--- src/rtl/modport_alu_if.sv ---
// modport_alu_if: operand/result bundle between the operand-select stage
// (master) and the registered 8051-style ALU (slave).
interface modport_alu_if;
    logic [3:0] op_code;
    logic [7:0] src1;
    logic [7:0] src2;
    logic [7:0] src3;
    logic       bit_in;
    logic       srcCy;
    logic       srcAc;
    logic [7:0] des_acc;
    logic [7:0] des1;
    logic [7:0] des2;
    logic       desCy;
    logic       desAc;
    logic       desOv;
    logic [7:0] sub_result;

    modport master (
        output op_code, src1, src2, src3, bit_in, srcCy, srcAc,
        input  des_acc, des1, des2, desCy, desAc, desOv, sub_result
    );

    modport slave (
        input  op_code, src1, src2, src3, bit_in, srcCy, srcAc,
        output des_acc, des1, des2, desCy, desAc, desOv, sub_result
    );
endinterface

--- src/rtl/modport_alu.sv ---
// modport_alu: registered 8-bit 8051-style ALU, one op per cycle, latency 1.
// Optional feature macro: MODPORT_ALU_DIV_EN enables the combinational
// divider for opcode 4; without it opcode 4 passes operands through and
// raises desOv to flag an unsupported operation.
module modport_alu (
    input  logic               clk,
    input  logic               rst,
    modport_alu_if.slave       bus
);

    typedef enum logic [3:0] {
        OP_NOP   = 4'd0,
        OP_ADD   = 4'd1,
        OP_SUB   = 4'd2,
        OP_MUL   = 4'd3,
        OP_DIV   = 4'd4,
        OP_DA    = 4'd5,
        OP_NOT   = 4'd6,
        OP_AND   = 4'd7,
        OP_XOR   = 4'd8,
        OP_OR    = 4'd9,
        OP_RL    = 4'd10,
        OP_RLC   = 4'd11,
        OP_RR    = 4'd12,
        OP_RRC   = 4'd13,
        OP_INC16 = 4'd14,
        OP_XCH   = 4'd15
    } op_e;

    logic [7:0] acc_q, acc_d;
    logic [7:0] d1_q, d1_d;
    logic [7:0] d2_q, d2_d;
    logic [7:0] sub_q, sub_d;
    logic       cy_q, cy_d;
    logic       ac_q, ac_d;
    logic       ov_q, ov_d;

    logic [8:0]  add_s;
    logic [4:0]  add_l;
    logic [8:0]  sub_s;
    logic [4:0]  sub_l;
    logic [15:0] mul_p;
    logic        da_lo_adj;
    logic        da_hi_adj;
    logic [8:0]  da_t1;
    logic [8:0]  da_t2;
    logic [16:0] inc_s;

    // Shared arithmetic; bit 8 / bit 4 of the widened sums give carry/borrow out.
    assign add_s = {1'b0, bus.src1} + {1'b0, bus.src2} + {8'b0, bus.srcCy};
    assign add_l = {1'b0, bus.src1[3:0]} + {1'b0, bus.src2[3:0]} + {4'b0, bus.srcCy};
    assign sub_s = {1'b0, bus.src1} - {1'b0, bus.src2} - {8'b0, bus.srcCy};
    assign sub_l = {1'b0, bus.src1[3:0]} - {1'b0, bus.src2[3:0]} - {4'b0, bus.srcCy};
    assign mul_p = {8'b0, bus.src1} * {8'b0, bus.src2};
    assign inc_s = {1'b0, bus.src2, bus.src1} + 17'd1;

    // Decimal adjust: the high-nibble decision looks at the low step's result
    // and its carry, so a low-nibble adjust can trigger the high one.
    assign da_lo_adj = (bus.src1[3:0] > 4'd9) | bus.srcAc;
    assign da_t1     = {1'b0, bus.src1} + (da_lo_adj ? 9'h006 : 9'h000);
    assign da_hi_adj = (da_t1[7:4] > 4'd9) | bus.srcCy | da_t1[8];
    assign da_t2     = {1'b0, da_t1[7:0]} + (da_hi_adj ? 9'h060 : 9'h000);

    // Next-state result selection; defaults pass src2/flags through.
    always_comb begin
        acc_d = bus.src1;
        d1_d  = bus.src1;
        d2_d  = bus.src2;
        cy_d  = bus.srcCy;
        ac_d  = bus.srcAc;
        ov_d  = 1'b0;
        sub_d = bus.src1 - bus.src2;
        case (op_e'(bus.op_code))
            OP_NOP: begin
                acc_d = bus.src1;
            end
            OP_ADD: begin
                acc_d = add_s[7:0];
                cy_d  = add_s[8];
                ac_d  = add_l[4];
                ov_d  = (bus.src1[7] == bus.src2[7]) && (add_s[7] != bus.src1[7]);
                d2_d  = bus.src3 + {7'b0, add_s[8]};
            end
            OP_SUB: begin
                acc_d = sub_s[7:0];
                cy_d  = sub_s[8];
                ac_d  = sub_l[4];
                ov_d  = (bus.src1[7] != bus.src2[7]) && (sub_s[7] != bus.src1[7]);
                d2_d  = bus.src3 - {7'b0, sub_s[8]};
            end
            OP_MUL: begin
                acc_d = mul_p[7:0];
                d2_d  = mul_p[15:8];
                cy_d  = 1'b0;
                ov_d  = (mul_p[15:8] != 8'h00);
            end
            OP_DIV: begin
`ifdef MODPORT_ALU_DIV_EN
                cy_d = 1'b0;
                if (bus.src2 == 8'h00) begin
                    acc_d = 8'hFF;
                    d2_d  = bus.src1;
                    ov_d  = 1'b1;
                end else begin
                    acc_d = bus.src1 / bus.src2;
                    d2_d  = bus.src1 % bus.src2;
                    ov_d  = 1'b0;
                end
`else
                acc_d = bus.src1;
                d2_d  = bus.src2;
                ov_d  = 1'b1;
`endif
            end
            OP_DA: begin
                acc_d = da_t2[7:0];
                cy_d  = bus.srcCy | da_t1[8] | da_t2[8];
            end
            OP_NOT: begin
                acc_d = ~bus.src1;
                cy_d  = ~bus.srcCy;
            end
            OP_AND: begin
                acc_d = bus.src1 & bus.src2;
                cy_d  = bus.srcCy & bus.bit_in;
            end
            OP_XOR: begin
                acc_d = bus.src1 ^ bus.src2;
                cy_d  = bus.srcCy ^ bus.bit_in;
            end
            OP_OR: begin
                acc_d = bus.src1 | bus.src2;
                cy_d  = bus.srcCy | bus.bit_in;
            end
            OP_RL: begin
                acc_d = {bus.src1[6:0], bus.src1[7]};
            end
            OP_RLC: begin
                acc_d = {bus.src1[6:0], bus.srcCy};
                cy_d  = bus.src1[7];
            end
            OP_RR: begin
                acc_d = {bus.src1[0], bus.src1[7:1]};
            end
            OP_RRC: begin
                acc_d = {bus.srcCy, bus.src1[7:1]};
                cy_d  = bus.src1[0];
            end
            OP_INC16: begin
                acc_d = inc_s[7:0];
                d2_d  = inc_s[15:8];
                cy_d  = inc_s[16];
            end
            OP_XCH: begin
                acc_d = bus.src2;
                d2_d  = bus.src1;
            end
            default: begin
                acc_d = bus.src1;
            end
        endcase
        d1_d = acc_d;
    end

    // Output registers; reset wins over any opcode sampled on the same edge.
    always_ff @(posedge clk) begin
        if (rst) begin
            acc_q <= 8'h00;
            d1_q  <= 8'h00;
            d2_q  <= 8'h00;
            sub_q <= 8'h00;
            cy_q  <= 1'b0;
            ac_q  <= 1'b0;
            ov_q  <= 1'b0;
        end else begin
            acc_q <= acc_d;
            d1_q  <= d1_d;
            d2_q  <= d2_d;
            sub_q <= sub_d;
            cy_q  <= cy_d;
            ac_q  <= ac_d;
            ov_q  <= ov_d;
        end
    end

    assign bus.des_acc    = acc_q;
    assign bus.des1       = d1_q;
    assign bus.des2       = d2_q;
    assign bus.sub_result = sub_q;
    assign bus.desCy      = cy_q;
    assign bus.desAc      = ac_q;
    assign bus.desOv      = ov_q;

endmodule

--- src/flat_wrapper.sv ---
// flat-port wrapper written by rule: the top's interface ports become plain ports
module modport_alu_flat 
  (clk, rst, bus_op_code, bus_src1, bus_src2, bus_src3, bus_bit_in, bus_srcCy, bus_srcAc, bus_des_acc, bus_des1, bus_des2, bus_desCy, bus_desAc, bus_desOv, bus_sub_result);
  modport_alu_if bus_i ();
  input  logic clk;
  input  logic rst;
  input wire logic [$bits(bus_i.op_code)-1:0] bus_op_code;
  input wire logic [$bits(bus_i.src1)-1:0] bus_src1;
  input wire logic [$bits(bus_i.src2)-1:0] bus_src2;
  input wire logic [$bits(bus_i.src3)-1:0] bus_src3;
  input wire logic [$bits(bus_i.bit_in)-1:0] bus_bit_in;
  input wire logic [$bits(bus_i.srcCy)-1:0] bus_srcCy;
  input wire logic [$bits(bus_i.srcAc)-1:0] bus_srcAc;
  output wire logic [$bits(bus_i.des_acc)-1:0] bus_des_acc;
  output wire logic [$bits(bus_i.des1)-1:0] bus_des1;
  output wire logic [$bits(bus_i.des2)-1:0] bus_des2;
  output wire logic [$bits(bus_i.desCy)-1:0] bus_desCy;
  output wire logic [$bits(bus_i.desAc)-1:0] bus_desAc;
  output wire logic [$bits(bus_i.desOv)-1:0] bus_desOv;
  output wire logic [$bits(bus_i.sub_result)-1:0] bus_sub_result;
  assign bus_i.op_code = bus_op_code;
  assign bus_i.src1 = bus_src1;
  assign bus_i.src2 = bus_src2;
  assign bus_i.src3 = bus_src3;
  assign bus_i.bit_in = bus_bit_in;
  assign bus_i.srcCy = bus_srcCy;
  assign bus_i.srcAc = bus_srcAc;
  assign bus_des_acc = bus_i.des_acc;
  assign bus_des1 = bus_i.des1;
  assign bus_des2 = bus_i.des2;
  assign bus_desCy = bus_i.desCy;
  assign bus_desAc = bus_i.desAc;
  assign bus_desOv = bus_i.desOv;
  assign bus_sub_result = bus_i.sub_result;
  modport_alu u_core (.clk(clk), .rst(rst), .bus(bus_i));
endmodule
--- config.mk ---
export PLATFORM = sky130hd
export DESIGN_NAME = modport_alu_flat
export DESIGN_NICKNAME = d
export VERILOG_FILES = /design/src/rtl/modport_alu_if.sv /design/src/rtl/modport_alu.sv /design/src/flat_wrapper.sv
export SDC_FILE = /design/constraint.sdc
export NUM_CORES = 1
export LEC_CHECK = 0
export CAP_MARGIN = 20
export CORE_ASPECT_RATIO = 0.9
export CORE_UTILIZATION = 60
export DETAILED_ROUTE_END_ITERATION = 8
export PLACE_DENSITY = 0.86
export SYNTH_ARGS = -nofsm -noshare
export SYNTH_HDL_FRONTEND = slang
export SYNTH_SLANG_ARGS = --single-unit
--- constraint.sdc ---
create_clock -name clk -period 18.43 [get_ports clk]
set_input_delay 3.686 -clock clk [delete_from_list [all_inputs] [get_ports clk]]
set_output_delay 3.686 -clock clk [all_outputs]
set_load 0.02 [all_outputs]
==> run_summary.xml, run 1 <==
<?xml version="1.0" encoding="UTF-8"?>
<metrics>
  <group name="sta">
    <metric name="max_slew.worst_pin.slew" unit="ps">1040</metric>
    <metric name="fmax" unit="MHz">105.0</metric>
    <metric name="final_period_utilization" unit="">0.5168</metric>
    <metric name="final-setup-viol-count" unit="">0</metric>
    <metric name="layout_setup_ws" unit="ps">8906</metric>
    <metric name="setup-tns-final" unit="ps">0</metric>
    <metric name="maxSlewViolCount" unit="">0</metric>
    <metric name="grt_setup_unrepaired" unit="">false</metric>
    <metric name="timing.slew.headroom" unit="">0.3039</metric>
    <metric name="whs" unit="ps">4216</metric>
    <metric name="fin_crit" unit="ps">9524</metric>
    <metric name="hold_viol_final" unit="">0</metric>
  </group>
  <group name="cells_and_area">
    <metric name="layout_common_cells" unit="">108 x nor2_1, 89 x ha_1, 80 x inv_1</metric>
    <metric name="fin_nets" unit="">1004</metric>
    <metric name="area_growth_syn_to_layout" unit="%">12.38</metric>
    <metric name="antenna_cells_inserted" unit="">0</metric>
    <metric name="share_of_layout_cells_above_drive_strength_1" unit="">0.03222</metric>
    <metric name="leading_cell_type_in_the_layout_fill_and_taps_excluded" unit="">nor2_1</metric>
    <metric name="n_fill_cell" unit="">837</metric>
    <metric name="fin_util" unit="">0.7047</metric>
  </group>
  <group name="power_and_ir_drop">
    <metric name="clock_power_share" unit="">0.107</metric>
    <metric name="power-per-cell-area" unit="nW/um^2">70.37</metric>
    <metric name="p_seq_frac" unit="">0.138</metric>
    <metric name="cell_internal_pwr" unit="uW">239.0</metric>
    <metric name="worst_ir_drop_vdd" unit="V">0.00006918</metric>
    <metric name="net-switching-power" unit="uW">246.3</metric>
    <metric name="post-layout-total-power" unit="uW">485.2</metric>
    <metric name="swShare" unit="">0.5075</metric>
    <metric name="static-leakage-power" unit="uW">0.003018</metric>
    <metric name="pwr-share-comb" unit="">0.755</metric>
  </group>
  <group name="grt">
    <metric name="number_of_antenna_violations_at_the_first_check_in_global_routing" unit="">0</metric>
    <metric name="grt.overflow.total" unit="">0</metric>
    <metric name="largest_net_degree_at_the_start_of_global_routing" unit="">47</metric>
    <metric name="gr-usage-all-layers" unit="">0.4397</metric>
    <metric name="grt_pass1_vias" unit="">6316</metric>
    <metric name="wire_length_of_the_first_global_routing_pass" unit="um">35100</metric>
  </group>
  <group name="place">
    <metric name="routability_congestion_estimate_from_global_placement" unit="">1.021</metric>
    <metric name="post-place-ws" unit="ps">8806</metric>
    <metric name="detailed_place_hpwl" unit="um">17570</metric>
    <metric name="numPortBuffers" unit="">67</metric>
  </group>
  <group name="drt">
    <metric name="route.final.wire_length" unit="um">22590</metric>
    <metric name="num_vias" unit="">6495</metric>
    <metric name="routed.top_layer" unit="">met4</metric>
    <metric name="final_antenna_net_count" unit="">0</metric>
    <metric name="routedWlPerCell" unit="um">23.43</metric>
    <metric name="met1_length" unit="um">8682</metric>
    <metric name="drt_pass1_iterations" unit="">5</metric>
    <metric name="met2RoutedLength" unit="um">9722</metric>
    <metric name="drc" unit="">0</metric>
    <metric name="viasPerCell" unit="">6.738</metric>
    <metric name="initialDrtViolationCount" unit="">844</metric>
    <metric name="detailroute.wirelength.met3" unit="um">3133</metric>
  </group>
  <group name="logic_synthesis">
    <metric name="yosys_register_bits" unit="">27</metric>
    <metric name="yosys_most_used_dff" unit="">dfxtp_1</metric>
    <metric name="synthDominantAreaCellType" unit="">ha_1</metric>
    <metric name="synth_enable_flop_cells" unit="">0</metric>
    <metric name="post_synth_instance_area" unit="sq um">6136</metric>
    <metric name="synth_sequential_area_ratio" unit="">0.08809</metric>
    <metric name="ys_types" unit="">75</metric>
    <metric name="post-synth-top-area-fraction" unit="">0.1815</metric>
    <metric name="postSynthCellCount" unit="">806</metric>
    <metric name="synth_area_per_cell" unit="sq um">7.613</metric>
    <metric name="synth_fp_nets" unit="">971</metric>
    <metric name="synthArstFlopShare" unit="">0</metric>
    <metric name="ys.warnings.count" unit="">0</metric>
    <metric name="synth.area.top_cells" unit="">ha_1 18%, fa_1 14%, dfxtp_1 8.8%, nor2_1 6.6%, xnor2_1 5.1%</metric>
  </group>
  <group name="setup_path">
    <metric name="number_of_buffer_and_inverter_stages_on_the_critical_path" unit="">4</metric>
    <metric name="path_class" unit="">in -&gt; reg</metric>
    <metric name="cp_slowest_stage_delay" unit="ps">800</metric>
    <metric name="critical-path-top-delay-family" unit="">adder cells</metric>
    <metric name="critPathLaunch" unit="">bus_src1[2]</metric>
    <metric name="crit_path_start_kind" unit="">input pin</metric>
    <metric name="endpoint_kind" unit="">register</metric>
    <metric name="path_common_cell" unit="">fa_1</metric>
    <metric name="worst_ep_required_time" unit="ps">18620</metric>
    <metric name="cp_data_arrival_time" unit="ps">9710</metric>
    <metric name="critPathMaxFanout" unit="">13</metric>
    <metric name="crit_path_cell_trace" unit="">clkdlybuf4s50_1, clkinv_1, nor2_1, fa_1, fa_1, fa_1, inv_1, fa_1, inv_1, ha_1, or4_4, o21ai_4, o21ai_1, a2111oi_0, a221oi_1, a211oi_1</metric>
    <metric name="worst_path_max_delay_cell" unit="">clkdlybuf4s50_1</metric>
  </group>
  <group name="clock_tree">
    <metric name="clk_root_buffer_cell" unit="">clkbuf_16</metric>
    <metric name="hold_buffers_post_cts" unit="">0</metric>
    <metric name="cts_tree" unit="">done</metric>
    <metric name="h-tree-depth" unit="">1</metric>
    <metric name="clkSlewWorstSetupHoldPaths" unit="ps">80</metric>
    <metric name="tritoncts_num_sinks" unit="">27</metric>
    <metric name="cts_buffer_depth" unit="">2</metric>
    <metric name="cts_resized" unit="">0</metric>
    <metric name="cts_inserted_buffers" unit="">3</metric>
    <metric name="post_cts.repair.setup_buffers" unit="">0</metric>
  </group>
  <group name="hold_path">
    <metric name="min-delay-path-class" unit="">in -&gt; reg</metric>
    <metric name="origin_of_the_worst_min_delay_path" unit="">rst</metric>
  </group>
  <group name="die">
    <metric name="die_w" unit="um">108.6</metric>
    <metric name="core_area" unit="sq um">9784</metric>
    <metric name="fp.dieH" unit="um">97.94</metric>
    <metric name="die_area" unit="sq um">10640</metric>
    <metric name="start_util" unit="">0.6271</metric>
    <metric name="ioPinCount" unit="">68</metric>
    <metric name="core.rowCount" unit="">34</metric>
  </group>
  <group name="job">
    <metric name="max_cap_violations" unit="">0</metric>
  </group>
  <group name="run_status">
    <metric name="outcome" unit="">finished, final reports clean</metric>
  </group>
</metrics>
==> final cells by class <==
type                    instances  area, sq um  share of cell area
clock inverters                 1        5.005           0.0007258
clock buffers                   3        75.07             0.01089
inverters                      90        337.8             0.04899
well taps                     126        157.7             0.02286
flip-flops and latches         27        540.5             0.07839
multi-input cells             642         5049              0.7322
repair buffers                 75        730.7              0.1060
==> kinds of logic (layout without fill, tap and decap cells) <==
kind of cell	Yosys count	in the layout	share of synthesized area
and+or+nand+nor	255	255	0.1951
AOI/OAI and AO/OA	204	204	0.2316
buffers and inverters	137	169	0.08993
adders and majority gates	132	132	0.3218
xor gates and xnor gates	49	49	0.06994
DFF	27	27	0.08809
muxes	2	2	0.003466
==> routing by layer <==
layer	global-route usage	vias up
met5	0	-
met1	0.5721	3082
met3	0.1228	93
li1	-	2864
met4	0.1975	0
met2	0.6738	456
==> synthesized netlist by cell type, types with 14 or more instances <==
cell / count
a21oi_1: 44
xnor2_1: 36
dfxtp_1: 27
inv_1: 80
nor2b_1: 14
a211oi_1: 22
o21ai_0: 34
nor2_1: 108
nand2_1: 52
nor3_1: 19
clkbuf_1: 24
fa_1: 43
ha_1: 89
==> flip-flops by register name (all words and copies together), names as in the netlist <==
name	flops
u_core.bus.desCy	1
u_core.bus.des2	8
u_core.bus.desAc	1
u_core.bus.des_acc	8
u_core.bus.sub_result	8
u_core.bus.desOv	1
==> worst paths after layout <==
check,to,slack [ps],cells past startpoint
setup / recovery,u_core.bus.des2[5],8910,16
hold / removal,u_core.bus.sub_result[5],4220,3
==> through the flow <==
stage	instances	area, sq um
after CTS	964	6895
after detailed placement	960	6815
after floorplan	806	6136
final	964	6895
after global routing	964	6895
after global placement	960	6815
==> power groups by stage <==
| stage | Sequential [uW] | Clock [uW] | Combinational (uW) |
|---|---|---|---|
| floorplan | 76.5 | 0 | 243 |
| global placement | 68.2 | 0 | 338 |
| detailed placement | 68.5 | 0 | 352 |
| CTS | 67.1 | 52.5 | 355 |
| global route | 67.8 | 55.1 | 396 |
| finish | 67.1 | 52.0 | 366 |
==> worst min-delay path, cell delays in order <==
cell,delay [ps]
clkdlybuf4s50_1,400
buf_4,240
nor2_1,120
Power figures use the tool's default switching activity.
==> inputs of run 2 (changes only) <==
--- a/config.mk
+++ b/config.mk
@@ -7,9 +7,9 @@
 export LEC_CHECK = 0
 export CAP_MARGIN = 20
 export CORE_ASPECT_RATIO = 0.9
-export CORE_UTILIZATION = 60
+export CORE_UTILIZATION = 54
 export DETAILED_ROUTE_END_ITERATION = 8
-export PLACE_DENSITY = 0.86
+export PLACE_DENSITY = 0.82
 export SYNTH_ARGS = -nofsm -noshare
 export SYNTH_HDL_FRONTEND = slang
 export SYNTH_SLANG_ARGS = --single-unit
==> constraint.sdc (replaced) <==
create_clock -name clk -period 7.7 [get_ports clk]
set_input_delay 1.54 -clock clk [delete_from_list [all_inputs] [get_ports clk]]
set_output_delay 1.54 -clock clk [all_outputs]
set_load 0.02 [all_outputs]
==> run_summary.xml, run 2 (same netlist as run 1, synthesis figures left out) <==
<?xml version="1.0" encoding="UTF-8"?>
<metrics>
  <group name="sta">
    <metric name="setup-tns-final" unit="ps">0</metric>
    <metric name="final-setup-viol-count" unit="">0</metric>
    <metric name="fmax" unit="MHz">138.4</metric>
    <metric name="layout_setup_ws" unit="ps">472.4</metric>
    <metric name="fin_crit" unit="ps">7228</metric>
    <metric name="whs" unit="ps">1987</metric>
    <metric name="hold_viol_final" unit="">0</metric>
    <metric name="maxSlewViolCount" unit="">0</metric>
    <metric name="grt_setup_unrepaired" unit="">false</metric>
    <metric name="final_period_utilization" unit="">0.9387</metric>
    <metric name="timing.slew.headroom" unit="">0.2823</metric>
    <metric name="max_slew.worst_pin.slew" unit="ps">1063</metric>
  </group>
  <group name="power_and_ir_drop">
    <metric name="static-leakage-power" unit="uW">0.003103</metric>
    <metric name="worst_ir_drop_vdd" unit="V">0.0002192</metric>
    <metric name="power-per-cell-area" unit="nW/um^2">167.0</metric>
  </group>
  <group name="setup_path">
    <metric name="worst_path_max_delay_cell" unit="">a2111oi_0</metric>
    <metric name="worst_ep_required_time" unit="ps">7890</metric>
    <metric name="path_class" unit="">in -&gt; reg</metric>
    <metric name="cp_data_arrival_time" unit="ps">7420</metric>
    <metric name="endpoint_kind" unit="">register</metric>
    <metric name="critPathMaxFanout" unit="">10</metric>
    <metric name="crit_path_cell_trace" unit="">clkdlybuf4s50_1, clkinv_1, nor2_1, fa_1, fa_1, fa_1, inv_1, fa_1, inv_1, ha_1, or4_4, o21ai_4, o21ai_1, a2111oi_0, a221oi_1, a211oi_1</metric>
    <metric name="critPathLaunch" unit="">bus_src2[6]</metric>
    <metric name="number_of_buffer_and_inverter_stages_on_the_critical_path" unit="">4</metric>
    <metric name="crit_path_start_kind" unit="">input pin</metric>
    <metric name="critical-path-top-delay-family" unit="">adder cells</metric>
    <metric name="cp_slowest_stage_delay" unit="ps">730</metric>
    <metric name="path_common_cell" unit="">fa_1</metric>
  </group>
  <group name="die">
    <metric name="die_area" unit="sq um">11790</metric>
    <metric name="fp.dieH" unit="um">103.1</metric>
    <metric name="core_area" unit="sq um">10950</metric>
    <metric name="core.rowCount" unit="">36</metric>
    <metric name="start_util" unit="">0.5606</metric>
    <metric name="die_w" unit="um">114.4</metric>
    <metric name="ioPinCount" unit="">68</metric>
  </group>
  <group name="place">
    <metric name="numPortBuffers" unit="">67</metric>
    <metric name="post-place-ws" unit="ps">300.8</metric>
    <metric name="detailed_place_hpwl" unit="um">17780</metric>
    <metric name="place_area" unit="sq um">6975</metric>
    <metric name="routability_congestion_estimate_from_global_placement" unit="">0.9727</metric>
  </group>
  <group name="job">
    <metric name="max_cap_violations" unit="">0</metric>
  </group>
  <group name="clock_tree">
    <metric name="cts_tree" unit="">done</metric>
    <metric name="cts_inserted_buffers" unit="">3</metric>
    <metric name="hold_buffers_post_cts" unit="">0</metric>
    <metric name="cts_buffer_depth" unit="">2</metric>
    <metric name="h-tree-depth" unit="">1</metric>
    <metric name="clkSlewWorstSetupHoldPaths" unit="ps">80</metric>
    <metric name="cts_resized" unit="">0</metric>
    <metric name="clk_root_buffer_cell" unit="">clkbuf_16</metric>
    <metric name="tritoncts_num_sinks" unit="">27</metric>
    <metric name="post_cts.repair.setup_buffers" unit="">0</metric>
  </group>
  <group name="cells_and_area">
    <metric name="sequential_cell_area" unit="sq um">540.5</metric>
    <metric name="n_fill_cell" unit="">992</metric>
    <metric name="area_growth_syn_to_layout" unit="%">15.27</metric>
    <metric name="leading_cell_type_in_the_layout_fill_and_taps_excluded" unit="">nor2_1</metric>
    <metric name="multi_input_area" unit="sq um">5049</metric>
    <metric name="fin_nets" unit="">1022</metric>
    <metric name="final_cell_area" unit="sq um">7073</metric>
    <metric name="layout_common_cells" unit="">108 x nor2_1, 89 x ha_1, 80 x inv_1</metric>
    <metric name="antenna_cells_inserted" unit="">0</metric>
    <metric name="share_of_layout_cells_above_drive_strength_1" unit="">0.05257</metric>
    <metric name="fin_util" unit="">0.6462</metric>
  </group>
  <group name="grt">
    <metric name="largest_net_degree_at_the_start_of_global_routing" unit="">46</metric>
    <metric name="grt.overflow.total" unit="">0</metric>
    <metric name="wire_length_of_the_first_global_routing_pass" unit="um">35110</metric>
    <metric name="grt_pass1_vias" unit="">6329</metric>
    <metric name="gr-usage-all-layers" unit="">0.3975</metric>
    <metric name="number_of_antenna_violations_at_the_first_check_in_global_routing" unit="">0</metric>
  </group>
  <group name="drt">
    <metric name="drc" unit="">0</metric>
    <metric name="routedWlPerCell" unit="um">22.42</metric>
    <metric name="drt_pass1_iterations" unit="">5</metric>
    <metric name="initialDrtViolationCount" unit="">1005</metric>
    <metric name="viasPerCell" unit="">6.392</metric>
    <metric name="num_vias" unit="">6443</metric>
    <metric name="route.final.wire_length" unit="um">22600</metric>
    <metric name="final_antenna_net_count" unit="">0</metric>
  </group>
  <group name="run_status">
    <metric name="outcome" unit="">finished, final reports clean</metric>
  </group>
  <group name="hold_path">
    <metric name="origin_of_the_worst_min_delay_path" unit="">bus_srcAc</metric>
    <metric name="min-delay-path-class" unit="">in -&gt; reg</metric>
  </group>
</metrics>
## run 2: stage by stage
stage               power [uW]  std cells
finish                    1181       1008
global route              1276       1008
CTS                       1160       1007
detailed placement        1021       1003
global placement         995.2       1003
floorplan                765.6        806
## run 2: worst paths after layout
check / end / cells past startpoint
worst max-delay path: u_core.bus.des2[5] / 16
worst min-delay path: u_core.bus.desAc / 3
## run 2: where the power goes
part           total [uW]  switching, uW  internal, uW
sequential            160           5.24           155
clock                 135           63.9          71.2
combinational         886            536           350
## run 2: tightest hold or removal path, delay by kind of cell
family          cells  cell delay [ps]
buf+inv             1              510
compound gates      1              100
simple gates        1               80
## run 2: per-layer routing
metal,global-route usage,up-vias,part of all wire
met2,0.5986,415,0.42
met1,0.5498,3025,0.43
met4,0.1838,0,0.045
li1,-,2917,-
met5,0,-,0
met3,0.07878,86,0.11
## run 2: cell type report
cell class              count  area share
clock buffers               3     0.01061
clock inverters             1    0.001061
inverters                  90     0.04776
multi-input cells         642      0.7138
flip-flops and latches     27     0.07642
well taps                 152     0.02689
repair buffers             93      0.1235
